[src/rtl/alu_issue.sv]
// alu_issue: ID/EX issue stage feeding the ALU a/b/s inputs.
// Decodes the ID instruction into an ALU selection code, builds the operands
// (forwarding, immediate extension, shift-amount placement) and registers the
// result into EX with flush-over-stall priority.

`ifndef ALU_SELECTION_WIDTH
`define ALU_SELECTION_WIDTH 4
`endif
`ifndef ADD_OP
`define ADD_OP 1
`endif
`ifndef SUB_OP
`define SUB_OP 2
`endif
`ifndef AND_OP
`define AND_OP 3
`endif
`ifndef OR_OP
`define OR_OP 4
`endif
`ifndef XOR_OP
`define XOR_OP 5
`endif
`ifndef SL_OP
`define SL_OP 6
`endif
`ifndef SRL_OP
`define SRL_OP 7
`endif
`ifndef SRA_OP
`define SRA_OP 8
`endif
`ifndef NOR_OP
`define NOR_OP 9
`endif
`ifndef LT_OP
`define LT_OP 10
`endif
`ifndef LTU_OP
`define LTU_OP 11
`endif

module alu_issue #(
  parameter int SEL_W = `ALU_SELECTION_WIDTH
) (
  input  logic             clk,
  input  logic             rst,
  input  logic             id_valid,
  input  logic [31:0]      id_instr,
  input  logic [31:0]      id_rs_val,
  input  logic [31:0]      id_rt_val,
  input  logic [1:0]       fwd_rs_sel,
  input  logic [1:0]       fwd_rt_sel,
  input  logic [31:0]      mem_result,
  input  logic [31:0]      wb_result,
  input  logic             stall,
  input  logic             flush,
  output logic             ex_valid,
  output logic [SEL_W-1:0] ex_sel,
  output logic [31:0]      ex_a,
  output logic [31:0]      ex_b,
  output logic [4:0]       ex_wreg,
  output logic             ex_illegal
);

  localparam logic [SEL_W-1:0] SEL_ADD = SEL_W'(`ADD_OP);
  localparam logic [SEL_W-1:0] SEL_SUB = SEL_W'(`SUB_OP);
  localparam logic [SEL_W-1:0] SEL_AND = SEL_W'(`AND_OP);
  localparam logic [SEL_W-1:0] SEL_OR  = SEL_W'(`OR_OP);
  localparam logic [SEL_W-1:0] SEL_XOR = SEL_W'(`XOR_OP);
  localparam logic [SEL_W-1:0] SEL_SL  = SEL_W'(`SL_OP);
  localparam logic [SEL_W-1:0] SEL_SRL = SEL_W'(`SRL_OP);
  localparam logic [SEL_W-1:0] SEL_SRA = SEL_W'(`SRA_OP);
  localparam logic [SEL_W-1:0] SEL_NOR = SEL_W'(`NOR_OP);
  localparam logic [SEL_W-1:0] SEL_LT  = SEL_W'(`LT_OP);
  localparam logic [SEL_W-1:0] SEL_LTU = SEL_W'(`LTU_OP);

  // instruction fields
  logic [5:0]  op;
  logic [5:0]  funct;
  logic [4:0]  sh;
  logic [4:0]  rt_idx;
  logic [4:0]  rd_idx;
  logic [31:0] imm_se;
  logic [31:0] imm_ze;

  assign op     = id_instr[31:26];
  assign funct  = id_instr[5:0];
  assign sh     = id_instr[10:6];
  assign rt_idx = id_instr[20:16];
  assign rd_idx = id_instr[15:11];
  assign imm_se = {{16{id_instr[15]}}, id_instr[15:0]};
  assign imm_ze = {16'h0000, id_instr[15:0]};

  // The rs field is never needed here: its value arrives already read on id_rs_val.
  logic unused_rs_field;
  assign unused_rs_field = ^id_instr[25:21];

  // forwarded operand values
  logic [31:0] rs;
  logic [31:0] rt;

  // Forwarding muxes: select 0 and 3 both fall back to the register file.
  always_comb begin
    case (fwd_rs_sel)
      2'd1:    rs = mem_result;
      2'd2:    rs = wb_result;
      default: rs = id_rs_val;
    endcase
    case (fwd_rt_sel)
      2'd1:    rt = mem_result;
      2'd2:    rt = wb_result;
      default: rt = id_rt_val;
    endcase
  end

  // decoded next-EX values
  logic             d_legal;
  logic [SEL_W-1:0] d_sel;
  logic [31:0]      d_a;
  logic [31:0]      d_b;
  logic [4:0]       d_wreg;

  // Decode: R-type writes rd with b = rt; I-type writes rt with an immediate b.
  always_comb begin
    d_legal = 1'b1;
    d_sel   = SEL_ADD;
    d_a     = rs;
    d_b     = rt;
    d_wreg  = rd_idx;
    if (op == 6'h00) begin
      case (funct)
        6'h20, 6'h21: d_sel = SEL_ADD;
        6'h22, 6'h23: d_sel = SEL_SUB;
        6'h24:        d_sel = SEL_AND;
        6'h25:        d_sel = SEL_OR;
        6'h26:        d_sel = SEL_XOR;
        6'h27:        d_sel = SEL_NOR;
        6'h2A:        d_sel = SEL_LT;
        6'h2B:        d_sel = SEL_LTU;
        6'h00: begin
          d_sel = SEL_SL;
          d_a   = {27'b0, sh};
        end
        6'h02: begin
          d_sel = SEL_SRL;
          d_a   = {27'b0, sh};
        end
        6'h03: begin
          d_sel = SEL_SRA;
          d_a   = {27'b0, sh};
        end
        6'h04: begin
          d_sel = SEL_SL;
          d_a   = {27'b0, rs[4:0]};
        end
        6'h06: begin
          d_sel = SEL_SRL;
          d_a   = {27'b0, rs[4:0]};
        end
        6'h07: begin
          d_sel = SEL_SRA;
          d_a   = {27'b0, rs[4:0]};
        end
        default: d_legal = 1'b0;
      endcase
    end else begin
      d_wreg = rt_idx;
      case (op)
        6'h08, 6'h09: begin
          d_sel = SEL_ADD;
          d_b   = imm_se;
        end
        6'h0A: begin
          d_sel = SEL_LT;
          d_b   = imm_se;
        end
        6'h0B: begin
          d_sel = SEL_LTU;
          d_b   = imm_se;
        end
        6'h0C: begin
          d_sel = SEL_AND;
          d_b   = imm_ze;
        end
        6'h0D: begin
          d_sel = SEL_OR;
          d_b   = imm_ze;
        end
        6'h0E: begin
          d_sel = SEL_XOR;
          d_b   = imm_ze;
        end
        6'h0F: begin
          // lui: shift the zero-extended immediate left by 16
          d_sel = SEL_SL;
          d_a   = 32'd16;
          d_b   = imm_ze;
        end
        6'h23: begin
          d_sel = SEL_ADD;
          d_b   = imm_se;
        end
        6'h2B: begin
          d_sel  = SEL_ADD;
          d_b    = imm_se;
          d_wreg = 5'd0;
        end
        6'h04, 6'h05: begin
          // branch compare: a - b, nothing written back
          d_sel  = SEL_SUB;
          d_wreg = 5'd0;
        end
        default: d_legal = 1'b0;
      endcase
    end
    if (!d_legal) begin
      d_sel  = SEL_ADD;
      d_a    = 32'd0;
      d_b    = 32'd0;
      d_wreg = 5'd0;
    end
  end

  // EX register: reset, then flush (bubble), then stall (hold), then load.
  always_ff @(posedge clk) begin
    if (rst) begin
      ex_valid   <= 1'b0;
      ex_sel     <= '0;
      ex_a       <= 32'd0;
      ex_b       <= 32'd0;
      ex_wreg    <= 5'd0;
      ex_illegal <= 1'b0;
    end else if (flush || (!stall && !id_valid)) begin
      ex_valid   <= 1'b0;
      ex_sel     <= SEL_ADD;
      ex_a       <= 32'd0;
      ex_b       <= 32'd0;
      ex_wreg    <= 5'd0;
      ex_illegal <= 1'b0;
    end else if (!stall) begin
      ex_valid   <= 1'b1;
      ex_sel     <= d_sel;
      ex_a       <= d_a;
      ex_b       <= d_b;
      ex_wreg    <= d_wreg;
      ex_illegal <= !d_legal;
    end
  end

  // An illegal marker never appears in an empty EX slot.
  always_ff @(posedge clk) begin
    if (!rst) begin
      assert (!ex_illegal || ex_valid);
    end
  end

endmodule
[config.mk]
export PLATFORM = sky130hd
export DESIGN_NAME = alu_issue
export DESIGN_NICKNAME = d
export VERILOG_FILES = /design/src/rtl/alu_issue.sv
export SDC_FILE = /design/constraint.sdc
export NUM_CORES = 1
export LEC_CHECK = 0
export BUFFER_PORTS_ARGS = -buffer_cell sky130_fd_sc_hd__clkbuf_2
export CAP_MARGIN = 0
export CORE_MARGIN = 3
export CORE_UTILIZATION = 45
export CTS_BUF_LIST = sky130_fd_sc_hd__clkbuf_8
export CTS_CLUSTER_SIZE = 20
export DETAILED_ROUTE_END_ITERATION = 10
export HOLD_SLACK_MARGIN = 0.15
export PLACE_DENSITY = 0.85
export SYNTH_ARGS = -nofsm -noshare
export SYNTH_HDL_FRONTEND = slang
export SYNTH_SLANG_ARGS = --single-unit
[constraint.sdc]
create_clock -name clk -period 5.6 [get_ports clk]
set_input_delay 0.84 -clock clk [delete_from_list [all_inputs] [get_ports clk]]
set_output_delay 0.84 -clock clk [all_outputs]
set_load 0.1 [all_outputs]
==> results.toml, run 1 <==
[sta]
worst_pin_slew_ns = 1.17
drv_slew = 0
fin_crit_ns = 2.88
hold_violations = 0
slew_headroom = 0.219
whs_ns = 0.454
setup_viol = 0
fin_skew_ns = 0
max_clock_freq_ghz = 0.347
setup_tns_ns = 0
fin_crit_sh = 0.514
rsz0062_at_grt = "no"

[hold_path]
hold_depth = 2
timing.hold.worst.class = "register to register"

[yosys]
netlist.area_leader.share = 0.318
synthArstFlopShare = 0
synth.most_common_cell = "a21oi_1"
ys_seq_area_frac = 0.318
synth_common_cells = "a21oi_1 (84), nand2_1 (78), dfxtp_1 (75)"
ys_ff_latch = 75
synth_fp_nets = 808
synth_top_family_by_area = "compound AO/OA/AOI/OAI gates"
synth-main-ff-cell = "dfxtp_1"
yosys.cell_types.count = 51
synthMuxAreaShare = 0.0424
yosys.area.top_type = "dfxtp_1"
synth_cells = 635
syn_area_um2 = 4720
synth_edf_count = 0
synth-xor-area-share = 0.00186
yosysWarnings = 0
synthSimpleGateAreaFrac = 0.223
avgSynthCellArea_um2 = 7.43
synth.area.top_cells = "dfxtp_1 (32%), a22oi_1 (10%), a21oi_1 (8.9%)"
synth-compound-area-share = 0.333
synthAdderAreaFrac = 0.0127

[die]
die_h_um = 108
rows = 36
io_pins = 244
initial_core_util = 0.472
die_x_um = 108
die_area_um2 = 11800
core_area_um2 = 10000

[worst_setup_path]
path_class = "input pin to register"
crit_arrival_ns = 3.13
crit_path_end_kind = "register"
critPathRequiredTime_ns = 5.85
r2r_cells = 2
worst-path-max-fanout = 35
startpoint_type = "input pin"

[run_status]
status = "completed"

[power]
comb_power_share = 0.252
swShare = 0.317
ir_drop_v = 0.000129
switchingPower_uw = 430
leakage_uw = 0.00256
power.clock.fraction = 0.349
pwr-share-seq = 0.399
power.internal_uw = 925
p_per_area_nw_per_um2 = 222

[routing]
ant_nets = 0
vias = 5795
vias_per_cell = 6.01
wl_per_cell_um = 18.4
dr.pass1.iters = 5
drtIter0Drc = 726
wl_um = 17800
drc_errors = 0

[global_routing]
grt_usage = 0.282
grt_antenna_before_repair = 0
grt_pass1_wl_um = 26200
grt_overflow = 0
grt_max_degree = 77
grt_pass1_vias = 4981

[clock_tree]
numClockSinks = 75
cts_tree = "yes"
hold_buffers = 0
clkSlewWorstSetupHoldPaths_ns = 0.08
cts_max_path_buffers = 2
cts_setup_buffers = 0
cts_root_buffer = "clkbuf_8"
clk_latency_ns = 0.33
cts_inserted_buffers = 9
cts_resized = 0
htreeDepth = 3

[finish]
final_nets = 1000
drive_gt1_frac = 0.346
n_antenna_cell = 0
area_growth_pct = 29.3

[placement]
placement.io_buffers = 238
gp_congestion = 0.906
hpwl_um = 13000

[job]
maxCapViolCount = 0
==> through the flow <==
stage | power, µW | utilization | setup WS, ns | std cells | area (µm²)
floorplan | 766 | - | 3.21 | 635 | 4720
global placement | 887 | 0.587 | 2.46 | 949 | 5870
detailed placement | 887 | 0.587 | 2.44 | 949 | 5870
CTS | 1360 | 0.610 | 2.79 | 965 | 6100
global route | 1410 | 0.610 | 2.46 | 965 | 6100
finish | 1350 | 0.610 | 2.72 | 965 | 6100
==> flip-flops by register name, summed over array words and instances, names as in the netlist <==
register	cells
ex_b	32
ex_illegal	1
ex_sel	4
ex_a	32
ex_valid	1
ex_wreg	5
==> power groups by stage <==
stage / combinational, µW / clock, µW / sequential (µW)
6_report: 342 / 472 / 541
5_1_grt: 367 / 502 / 542
4_1_cts: 335 / 480 / 541
3_5_place_dp: 334 / 0 / 554
3_3_place_gp: 334 / 0 / 553
2_1_floorplan: 173 / 0 / 592
==> routing by layer <==
metal	track usage	up-vias	wire, µm
met3	0.0609	37	1830
li1	-	2753	-
met4	0.0848	0	409
met5	0	-	0
met1	0.403	2655	7630
met2	0.426	350	7900
==> area by class of cell <==
type / count / area, µm²
fill: 966 / 3900
multi-input combinational: 483 / 2910
inverter: 12 / 45.0
tap: 133 / 166
clock buffer: 10 / 138
clock inverter: 6 / 88.8
sequential: 75 / 1500
timing repair buffer: 246 / 1250
==> worst max-delay path: stages <==
cell and delay [ns]:
clkbuf_2 0.23, nand4b_1 0.22, nor3_1 0.28, a21o_1 0.86
nand3_2 0.42, o21ai_0 0.27
==> layout by cell type (no fill, tap or decap), drive strengths merged, types with 16 or more instances in the layout <==
cell / netlist / final
nor2: 51 / 51
o211ai: 20 / 20
a21oi: 84 / 84
a22oi: 65 / 65
or3: 28 / 28
o21ai: 32 / 32
a32oi: 16 / 16
mux2: 16 / 16
clkbuf: 51 / 248
nand2: 78 / 78
nand4: 17 / 17
dfxtp: 75 / 75
==> kinds of logic (layout without fill, tap and decap cells) <==
family	after synthesis	after routing
XOR/XNOR	1	1
AO/OA/AOI/OAI	242	242
multiplexers	18	18
buffers and inverters	77	274
AND/OR/NAND/NOR	217	217
flip-flops	75	75
adder cells (fa/ha/maj)	5	5
==> path summary, 6_finish.rpt <==
| path | endpoint | slack, ns | startpoint |
|---|---|---|---|
| worst max-delay path | ex_wreg[1]$_SDFFE_PP0N_ | 2.72 | id_instr[27] |
| worst min-delay path | ex_valid$_SDFFE_PP0N_ | 0.45 | ex_valid$_SDFFE_PP0N_ |
| worst min register to register | ex_valid$_SDFFE_PP0N_ | 0.45 | ex_valid$_SDFFE_PP0N_ |
| worst max register to register | ex_sel[2]$_SDFFE_PP0N_ | 4.85 | ex_sel[2]$_SDFFE_PP0N_ |
Note: power is estimated with default switching activity, not from simulation.
==> inputs of run 2 (changes only) <==
clock period = 2.97 ns   (was 5.6 ns; I/O delays follow)
==> run 2 against run 1 <==
Setup slack got worse by 1.9 ns. Combinational power rose by 92%. Sequential share of layout area decreased by 0.31 points. Power is 92% higher. Die area did not move. Non-clock buffer count grew 7. Clock skew unchanged. Sequential power rose by 89%. Clock power grew 97%. Largest cell class unchanged.
==> results.toml, run 2 (same netlist as run 1, synthesis figures left out) <==
[sta]
drv_slew = 0
setup_tns_ns = 0
fin_crit_sh = 0.734
fin_crit_ns = 2.18
setup_viol = 0
slew_headroom = 0.278
fin_skew_ns = 0
rsz0062_at_grt = "no"
worst_pin_slew_ns = 1.08
hold_violations = 0
max_clock_freq_ghz = 0.459

[placement]
placement.io_buffers = 238
dp_cells = 956
gp_congestion = 0.942
hpwl_um = 13400

[die]
core_area_um2 = 10000
die_x_um = 108
die_area_um2 = 11800
rows = 36
io_pins = 244
initial_core_util = 0.472
die_h_um = 108

[worst_setup_path]
startpoint_type = "input pin"
cpLargestDelayFamily = "compound AO/OA/AOI/OAI gates"
r2r_cells = 2
critPathBufInv = 2
crit_path_end_kind = "register"
critPathRequiredTime_ns = 3.24
cp_common_cell = "nand2b_1"
reg2reg_slack_ns = 2.23
r2r-end = "ex_sel[2]$_SDFFE_PP0N_"
crit_chain = "clkbuf_2 -> nand2b_1 -> a2111oi_0 -> nand2b_1 -> buf_4 -> nand4_1 -> a21oi_1"
r2r-start = "ex_sel[2]$_SDFFE_PP0N_"
worst-path-max-fanout = 24
crit_arrival_ns = 2.45
slowest_delay_ns = 0.77
crit_slowest_cell = "a2111oi_0"
path_class = "input pin to register"

[routing]
dr.pass1.iters = 5
ant_nets = 0
vias_per_cell = 5.88
highest_layer = "met4"
wl_per_cell_um = 18.5
met3_length_um = 1850
drc_errors = 0
vias = 5707
drtIter0Drc = 668
met2WireLength_um = 8220
wl_um = 17900
drt-met1-wl_um = 7590

[clock_tree]
cts_root_buffer = "clkbuf_8"
numClockSinks = 75
cts_setup_buffers = 0
clk_latency_ns = 0.33
cts_tree = "yes"
cts_inserted_buffers = 9
cts_max_path_buffers = 2
htreeDepth = 3
cts_resized = 0
hold_buffers = 0
clkSlewWorstSetupHoldPaths_ns = 0.08

[job]
maxCapViolCount = 0

[global_routing]
grt_antenna_before_repair = 0
grt_overflow = 0
grt_pass1_wl_um = 26500
grt_pass1_vias = 4985
grt_max_degree = 77
grt_usage = 0.288

[finish]
regArea_um2 = 1500
multi_input_area_um2 = 2910
area_growth_pct = 30.9
final_common_cell = "clkbuf_2"
largestRegisters = "ex_a x32, ex_b x32, ex_wreg x5"
final_nets = 1007
final_cell_mix = "clkbuf_2 (238), a21oi_1 (83), nand2_1 (78)"
fill_cells = 957
instances_no_fill = 970
n_antenna_cell = 0
drive_gt1_frac = 0.350
final_util = 0.618

[run_status]
status = "completed"

[power]
pwr-share-seq = 0.392
comb_power_share = 0.251
leakage_uw = 0.00261
swShare = 0.306
power.clock.fraction = 0.357
p_per_area_nw_per_um2 = 421
ir_drop_v = 0.000322
power.internal_uw = 1810
switchingPower_uw = 796

[hold_path]
min_to = "ex_sel[0]$_SDFFE_PP0P_"
timing.hold.worst.class = "input pin to register"
min_from = "rst"
hold_depth = 3
## run 2: cell count changes in the layout (fill, tap and decap cells not counted), sizes merged
cell,change
buf,+7
bufinv,+1
clkinvlp,-2
clkbuf,-1
## run 2: power groups by stage
stage	clock (µW)	sequential (µW)	combinational, µW
floorplan	0	1120	327
global placement	0	1040	639
detailed placement	0	1040	642
CTS	939	1020	646
global route	989	1020	707
finish	930	1020	655
## run 2: final cells by class
cell class / count / share of cell area
multi-input cells: 483 / 0.471
flip-flops and latches: 75 / 0.243
repair buffers: 253 / 0.215
well taps: 133 / 0.0269
clock buffers: 9 / 0.0200
clock inverters: 5 / 0.0168
inverters: 12 / 0.00729
## run 2: worst min-delay path, stage by stage
cell and delay [ns]:
clkbuf_2 0.09, a21oi_1 0.04, o31a_1 0.09
## run 2: how the worst max path moves through the flow
stage | start | end | depth (start not counted)
floorplan | fwd_rt_sel[0] | ex_b[27]$_SDFFE_PP0N_ | 9
global placement | id_instr[2] | ex_b[22]$_SDFFE_PP0N_ | 7
detailed placement | id_instr[2] | ex_b[23]$_SDFFE_PP0N_ | 7
CTS | id_instr[2] | ex_b[23]$_SDFFE_PP0N_ | 7
global route | id_instr[2] | ex_b[22]$_SDFFE_PP0N_ | 7
finish | id_instr[2] | ex_b[24]$_SDFFE_PP0N_ | 7
## run 2: metal layers
metal  up-vias  global-route usage
met4         0              0.0757
met1      2593               0.415
met3        25              0.0513
met5         -                   0
li1       2758                   -
met2       331               0.443
## run 2: through the flow
stage / hold WS [ns] / power, µW / setup slack [ns] / area (µm²)
2_1_floorplan: 0.600 / 1440 / 0.973 / 4720
3_3_place_gp: 0.442 / 1680 / 0.561 / 5950
3_5_place_dp: 0.446 / 1690 / 0.536 / 5950
4_1_cts: 0.347 / 2600 / 0.898 / 6180
5_1_grt: 0.361 / 2720 / 0.620 / 6180
6_report: 0.361 / 2600 / 0.791 / 6180
==> inputs of run 3 (changes only) <==
CORE_UTILIZATION = 43   (was 45)
clock period = 2 ns   (was 2.97 ns; I/O delays follow)
==> run 3 against run 2 <==
Sequential power is 49% higher. Utilization is 0.60 points lower. Sequential cell count unchanged. Sequential share of layout area down 0.95 points. Routed wire length up 3.1%. Non-clock buffer count grew 30.
==> results.toml, run 3 (same netlist as run 1, synthesis figures left out) <==
[sta]
whs_ns = 0.212
fin_crit_sh = 0.861
drv_slew = 0
max_clock_freq_ghz = 0.581
hold_violations = 0
worst_pin_slew_ns = 1.03
setup_viol = 0
fin_skew_ns = 0
rsz0062_at_grt = "no"
slew_headroom = 0.314
fin_crit_ns = 1.72

[power]
comb_power_share = 0.279
ir_drop_v = 0.000368
p_per_area_nw_per_um2 = 576
pwr-share-seq = 0.409
switchingPower_uw = 1260
power.internal_uw = 2440
swShare = 0.342
leakage_uw = 0.00275
power_uw = 3700
power.clock.fraction = 0.311

[worst_setup_path]
endpoint = "ex_wreg[1]$_SDFFE_PP0N_"
crit_path_end_kind = "register"
r2r-end = "ex_sel[2]$_SDFFE_PP0N_"
critPathRequiredTime_ns = 2.26
r2r_cells = 2
startpoint_type = "input pin"
crit_arrival_ns = 1.98
path_class = "input pin to register"
crit_start = "id_instr[2]"
reg2reg_slack_ns = 1.24
worst-path-max-fanout = 10
r2r-start = "ex_sel[2]$_SDFFE_PP0N_"

[job]
maxCapViolCount = 0

[global_routing]
grt_usage = 0.285
grt_pass1_vias = 5301
grt_overflow = 0
grt_max_degree = 57
grt_antenna_before_repair = 0
grt_pass1_wl_um = 28500

[placement]
gp_congestion = 0.968
placed_area_um2 = 6240
hpwl_um = 14200
placement.io_buffers = 238
dp_cells = 989

[clock_tree]
cts_inserted_buffers = 9
clkSlewWorstSetupHoldPaths_ns = 0.08
cts_root_buffer = "clkbuf_8"
htreeDepth = 3
hold_buffers = 0
cts_max_path_buffers = 2
cts_tree = "yes"
cts_resized = 0
clk_latency_ns = 0.33
cts_setup_buffers = 0
numClockSinks = 75

[routing]
drtIter0Drc = 699
dr.pass1.iters = 6
wl_per_cell_um = 18.4
ant_nets = 0
wl_um = 18500
vias = 5892
vias_per_cell = 5.86
drc_errors = 0

[die]
die_h_um = 111
io_pins = 244
die_area_um2 = 12300
rows = 37
core_area_um2 = 10500
initial_core_util = 0.449
die_x_um = 111

[finish]
fill_cells = 994
stdcell_area_um2 = 6430
final_common_cell = "clkbuf_2"
n_antenna_cell = 0
drive_gt1_frac = 0.374
final_cell_mix = "clkbuf_2 (238), a21oi_1 (83), nand2_1 (78)"
largestRegisters = "ex_a x32, ex_b x32, ex_wreg x5"
final_nets = 1037
area_growth_pct = 36.3
instances_no_fill = 1005

[hold_path]
min_from = "rst"
timing.hold.worst.class = "input pin to register"

[run_status]
status = "completed"
## run 3: changes by cell type in the layout (fill, tap and decap cells not counted), sizes merged
cell	delta
clkbuf	+2
bufinv	-3
buf	+30
inv	+1
clkinvlp	+3
clkinv	-1
## run 3: final cells by class
class	count	area [µm²]	area share
multi-input combinational	483	2910	0.453
timing repair buffer	283	1620	0.251
sequential	75	1500	0.233
tap	136	170	0.0265
clock buffer	11	151	0.0235
inverter	12	45.0	0.00700
clock inverter	5	36.3	0.00564
## run 3: power by group through the flow
stage	Clock (µW)	Sequential (µW)	Combinational, µW
global route	1220	1520	1120
detailed placement	0	1550	1010
CTS	1170	1520	1020
floorplan	0	1660	486
global placement	0	1550	1010
finish	1150	1520	1030
## run 3: per-layer routing
metal / routed length [µm] / part of all wire / track usage / vias to the layer above
met5: 0 / 0 / 0 / -
met4: 402 / 0.022 / 0.0706 / 0
met3: 1590 / 0.086 / 0.0464 / 41
met2: 8510 / 0.46 / 0.456 / 370
met1: 8000 / 0.43 / 0.399 / 2662
li1: - / - / - / 2819
## run 3: critical path, stage by stage
cell,delay [ns]
clkbuf_2,0.10
nand2b_1,0.16
a2111oi_0,0.44
buf_4,0.19
nand2b_1,0.17
buf_4,0.16
nand3_2,0.21
o21ai_0,0.25
## run 3: per-stage QoR
| stage | setup WS [ns] | utilization | setup TNS (ns) |
|---|---|---|---|
| floorplan | 0.148 | - | 0 |
| global placement | 0.0112 | 0.594 | 0 |
| detailed placement | -0.0256 | 0.594 | -0.0813 |
| CTS | 0.314 | 0.612 | 0 |
| global route | 0.163 | 0.612 | 0 |
| finish | 0.277 | 0.612 | 0 |
## run 3: how the worst min path moves through the flow
stage | endpoint | slack [ns] | cells after the start
global route | ex_sel[0]$_SDFFE_PP0P_ | 0.23 | 3
floorplan | ex_sel[0]$_SDFFE_PP0P_ | 0.45 | 2
detailed placement | ex_b[26]$_SDFFE_PP0N_ | 0.45 | 2
global placement | ex_b[26]$_SDFFE_PP0N_ | 0.45 | 2
CTS | ex_sel[0]$_SDFFE_PP0P_ | 0.20 | 3
finish | ex_sel[0]$_SDFFE_PP0P_ | 0.21 | 3
